==> src/rtl/alarm_pkg.sv <==
// Shared definitions for the alarm controller: state encoding and field widths.
package alarm_pkg;
    localparam int BCD_W     = 4;
    localparam int SEC_CNT_W = 9;

    typedef enum logic [1:0] {
        IDLE    = 2'd0,
        RINGING = 2'd1,
        SNOOZE  = 2'd2
    } state_t;
endpackage

==> src/rtl/alarm_ctrl_btn_sync_edge.sv <==
// Raw active-low pushbutton: 2-flop synchroniser, then a registered falling-edge pulse.
module btn_sync_edge (
    input  logic clk,
    input  logic reset_n,
    input  logic btn,
    output logic fall
);
    logic sync1, sync2, sync3;

    // Reset to released (high) so deasserting reset never looks like a press.
    always_ff @(posedge clk or negedge reset_n) begin
        if (!reset_n) begin
            sync1 <= 1'b1;
            sync2 <= 1'b1;
            sync3 <= 1'b1;
            fall  <= 1'b0;
        end else begin
            sync1 <= btn;
            sync2 <= sync1;
            sync3 <= sync2;
            fall  <= sync3 & ~sync2;
        end
    end
endmodule

==> src/rtl/alarm_ctrl.sv <==
// Alarm controller: BCD time match, ring/snooze FSM with ring timeout and snooze limit,
// 1 Hz-gated buzzer. All outputs come straight from flops.
module alarm_ctrl
    import alarm_pkg::*;
#(
    parameter int RING_SECONDS   = 60,
    parameter int SNOOZE_SECONDS = 300,
    parameter int SNOOZE_MAX     = 3
) (
    input  logic             clk,
    input  logic             reset_n,
    input  logic             tick_1hz,
    input  logic [BCD_W-1:0] th1,
    input  logic [BCD_W-1:0] th0,
    input  logic [BCD_W-1:0] tm1,
    input  logic [BCD_W-1:0] tm0,
    input  logic [BCD_W-1:0] ts1,
    input  logic [BCD_W-1:0] ts0,
    input  logic [BCD_W-1:0] ah1,
    input  logic [BCD_W-1:0] ah0,
    input  logic [BCD_W-1:0] am1,
    input  logic [BCD_W-1:0] am0,
    input  logic             set_mode,
    input  logic             alarm_en,
    input  logic             push_snooze,
    input  logic             push_stop,
    output logic             buzzer,
    output logic             ringing,
    output logic             snoozing,
    output logic [3:0]       snooze_cnt
);
    localparam logic [SEC_CNT_W-1:0] RING_LAST   = SEC_CNT_W'(RING_SECONDS - 1);
    localparam logic [SEC_CNT_W-1:0] SNOOZE_LAST = SEC_CNT_W'(SNOOZE_SECONDS - 1);
    localparam logic [3:0]           SNZ_LIMIT   = 4'(SNOOZE_MAX);

    state_t               state, state_n;
    logic [SEC_CNT_W-1:0] sec_cnt, sec_n;
    logic                 beep, beep_n;
    logic [3:0]           scnt_n;
    logic                 hit, hit_q, trigger;
    logic                 snz_ev, stp_ev;

    btn_sync_edge u_snz (.clk(clk), .reset_n(reset_n), .btn(push_snooze), .fall(snz_ev));
    btn_sync_edge u_stp (.clk(clk), .reset_n(reset_n), .btn(push_stop),   .fall(stp_ev));

    // hit_q holding high across the whole matching second gives one trigger per minute.
    assign hit = alarm_en & ~set_mode
               & ({th1, th0, tm1, tm0} == {ah1, ah0, am1, am0})
               & ({ts1, ts0} == '0);
    assign trigger = hit & ~hit_q;

    always_comb begin
        state_n = state;
        sec_n   = sec_cnt;
        beep_n  = beep;
        scnt_n  = snooze_cnt;
        if (!alarm_en) begin
            state_n = IDLE;
            sec_n   = '0;
        end else begin
            case (state)
                IDLE: begin
                    if (trigger) begin
                        state_n = RINGING;
                        sec_n   = '0;
                        beep_n  = 1'b1;
                        scnt_n  = '0;
                    end
                end
                RINGING: begin
                    if (stp_ev) begin
                        state_n = IDLE;
                    end else if (snz_ev && (snooze_cnt < SNZ_LIMIT)) begin
                        state_n = SNOOZE;
                        scnt_n  = snooze_cnt + 4'd1;
                        sec_n   = '0;
                    end else if (tick_1hz) begin
                        if (sec_cnt == RING_LAST) begin
                            state_n = IDLE;
                        end else begin
                            sec_n  = sec_cnt + 1'b1;
                            beep_n = ~beep;
                        end
                    end
                end
                SNOOZE: begin
                    if (stp_ev) begin
                        state_n = IDLE;
                    end else if (tick_1hz) begin
                        if (sec_cnt == SNOOZE_LAST) begin
                            state_n = RINGING;
                            sec_n   = '0;
                            beep_n  = 1'b1;
                        end else begin
                            sec_n = sec_cnt + 1'b1;
                        end
                    end
                end
                default: state_n = IDLE;
            endcase
        end
    end

    // Outputs are registered from next-state so they line up with the state register.
    always_ff @(posedge clk or negedge reset_n) begin
        if (!reset_n) begin
            state      <= IDLE;
            sec_cnt    <= '0;
            beep       <= 1'b0;
            snooze_cnt <= '0;
            hit_q      <= 1'b0;
            ringing    <= 1'b0;
            snoozing   <= 1'b0;
            buzzer     <= 1'b0;
        end else begin
            state      <= state_n;
            sec_cnt    <= sec_n;
            beep       <= beep_n;
            snooze_cnt <= scnt_n;
            hit_q      <= hit;
            ringing    <= (state_n == RINGING);
            snoozing   <= (state_n == SNOOZE);
            buzzer     <= (state_n == RINGING) & beep_n;
        end
    end
endmodule

==> config.mk <==
export PLATFORM = sky130hd
export DESIGN_NAME = alarm_ctrl
export DESIGN_NICKNAME = d
export VERILOG_FILES = /design/src/rtl/alarm_pkg.sv /design/src/rtl/alarm_ctrl_btn_sync_edge.sv /design/src/rtl/alarm_ctrl.sv
export SDC_FILE = /design/constraint.sdc
export NUM_CORES = 1
export LEC_CHECK = 0
export CAP_MARGIN = 20
export CORE_UTILIZATION = 52
export CTS_BUF_LIST = sky130_fd_sc_hd__clkbuf_4
export CTS_CLUSTER_SIZE = 28
export DETAILED_ROUTE_END_ITERATION = 10
export PLACE_DENSITY_LB_ADDON = 0.15
export SETUP_SLACK_MARGIN = 0.2
export SLEW_MARGIN = 10
export SYNTH_ARGS = -nofsm -noshare
export SYNTH_HDL_FRONTEND = slang
export SYNTH_HIERARCHICAL = 1
export SYNTH_SLANG_ARGS = --single-unit
==> constraint.sdc <==
create_clock -name clk -period 4.95 [get_ports clk]
set_input_delay 1.2375 -clock clk [delete_from_list [all_inputs] [get_ports clk]]
set_output_delay 1.2375 -clock clk [all_outputs]
set_load 0.02 [all_outputs]
==> results.txt <==
Status: complete, no violations
Worst setup margin: 1.043 ns
FMAX: 255.9 MHz
Core Rows: 20
Post-Route Skew: 0.005290 ns
DRC: 0
Slew Limit Headroom: 0.5629
Netlist cell types: 50
Mapped Area: 0.001767 mm^2
Via count: 1,666
Total gr overflow: 0
Ports: 54
Cells after Synth: 180
Syn_area_per_cell: 9.815 um^2
Chip Height: 60.29 um
Antenna viol nets, final: 0
First-pass GRT wire length: 7.017 mm
Starting DRT DRC Count: 117
Crit path DAT: 4.16 ns
Post-CTS Resized: 0
RSZ-0062 raised after global routing: false
Crit Path Class: primary input to flop
Clock H-tree levels: 1
Number of antenna violations at the first check in global routing: 0
EDFF count, synth: 0
Wl on met1: 1.728 mm
Syn nets: 233
Critical-path maximum fanout: 16
Leak Pwr: 0.9618 nW
Fraction of registers with async set/reset: 1.000
Die width: 60.29 um
Startpoint class of the critical path: primary input
Core Box Area: 0.003128 mm^2
Fin. max-slew vios: 0
Critical Path Source: alarm_en
Max clock buf depth: 2
WL final: 4.170 mm
Clock Pin Slew Worst Setup and Hold Paths: 0.15 ns
All-Layer GR Usage: 0.2592
Hold path startpoint: u_stp/sync1
Input/output buffers: 53
Largest registers: sec_cnt (9), snooze_cnt (4), state (2)
Seq cells post-synth: 28
DP HPWL: 3.229 mm
Met2 WL post-DR: 2.099 mm
Fin. Hold Viols: 0
Setup tns final: 0 ns
Vias in the first global route: 1,733
Routed len/inst: 15.00 um
Hold Crit Class: flop to flop
Ys flop type: dfrtp_1
VDD IR max: 0.1501 mV
Critical path required time: 5.20 ns
Share of layout cells above drive strength 1: 0.07692
Largest register FFs: 9
TritonCTS buffer count: 3
DR top layer: met4
FF-to-FF Start: snooze_cnt[0]
Synth cell count leaders: dfrtp_1, nor2_1, nand2_1
DR WL met3: 231 um
Seq/Total Area, Yosys: 0.4008
Pre-CTS setup slack: 0.7204 ns
Via-to-Cell Ratio: 5.993
Final setup fails: 0
Worst-margin pin slew: 0.6532 ns
Synth area leaders: dfrtp_1, dfstp_2, o311ai_0
Fin crit period: 3.908 ns
MaxCap Viol Count: 0
Setup Fix Bufs, Post-CTS: 0
Starting Density: 0.5648
Largest net degree at the start of global routing: 29
Cell taking the most area after synthesis: dfrtp_1
Largest register by flop count: sec_cnt
Top-count cell post-synth: dfrtp_1
Power per standard cell area: 194.0 mW/mm^2
Area of the die: 0.003634 mm^2
First-pass iteration count of the detailed router: 4
GP Congestion: 0.8984
Setup crit end kind: flop
NumNets Final: 288
Cts hold-fix bufs: 0
Root Buffer: clkbuf_4
Synth warn: 6
Ant diodes: 0
Period utilization: 0.7894
Clk_lat worst skew: 0.34 ns
Total clock sinks: 28
Synth top area share: 0.3116
CTS tree: done
Synth-to-layout area growth: 35.84%
-- layer usage --
layer | GRT usage | vias up
met1 | 0.3041 | 795
met5 | 0 | -
met2 | 0.4521 | 69
met3 | 0.03680 | 15
li1 | - | 787
met4 | 0.1362 | 0
-- power by group --
part / switching (mW) / internal (mW) / total (mW)
clock: 0.0693 / 0.0820 / 0.151
combinational: 0.0271 / 0.0483 / 0.0754
sequential: 0.00329 / 0.236 / 0.239
total: 0.0997 / 0.366 / 0.466
-- worst max-delay path, cell delays in order --
cell,delay (ns)
clkdlybuf4s50_1,0.82
nor4b_4,0.32
nand4_1,0.14
or3_1,0.41
o31a_1,0.43
or3_1,0.54
o31ai_1,0.27
-- kinds of logic (layout without fill, tap and decap cells) --
group | count (synthesis) | in the layout | share of synthesized area
mux | 1 | 1 | 0.005666
simple gates | 79 | 79 | 0.2720
xor+xnor | 16 | 16 | 0.07932
fa+ha+maj | 6 | 6 | 0.04249
flops | 28 | 28 | 0.4009
compound gates | 40 | 40 | 0.1778
buf+inv | 10 | 64 | 0.02195
-- final cells by class --
type | count | area (um^2)
Tap cell | 44 | 55.05
Timing Repair Buffer | 55 | 545.5
Inverter | 5 | 18.77
Clock inverter | 1 | 30.03
Clock buffer | 3 | 22.52
Sequential cell | 28 | 708.2
Fill cell | 212 | 728.2
Multi-Input combinational cell | 142 | 1020
-- path summary, 6_finish.rpt --
path	to	cells past startpoint	slack, ns
max in group asynchronous	u_snz/sync2	2	3.39
worst max-delay path	sec_cnt[7]	7	1.04
worst min-delay path	u_stp/sync2	0	0.37
min in group asynchronous	snooze_cnt[0]	2	1.25
worst max register to register	sec_cnt[6]	7	2.36
worst min register to register	u_stp/sync2	0	0.37
-- through the flow --
| step | hold WS, ns | utilization | power [mW] | instance area [um^2] | cells |
|---|---|---|---|---|---|
| final | 0.3687 | 0.7672 | 0.4657 | 2400 | 278 |
| after global routing | 0.3723 | 0.7672 | 0.4828 | 2400 | 278 |
| after CTS | 0.3697 | 0.7672 | 0.4681 | 2400 | 278 |
| after detailed placement | 0.3490 | 0.7504 | 0.3191 | 2347 | 274 |
| after global placement | 0.3454 | 0.7504 | 0.3168 | 2347 | 274 |
| after floorplan | 0.3452 | - | 0.2666 | 1767 | 180 |
-- cells in the final DEF (no fill, tap or decap), drive strengths merged, types with 3 or more instances in the layout --
cell / count
clkdlybuf4s50: 53
dfrtp: 22
nor2: 14
nand2: 10
nor2b: 10
o311ai: 9
xor2: 8
xnor2: 8
nand3: 8
o21ai: 7
nand4: 6
ha: 6
dfstp: 6
inv: 5
o31ai: 5
nor4: 4
or3: 4
and3: 3
nand2b: 3
nor3: 3
clkbuf: 3
o41ai: 3
nor4b: 3
(Power assumes the default switching activity.)
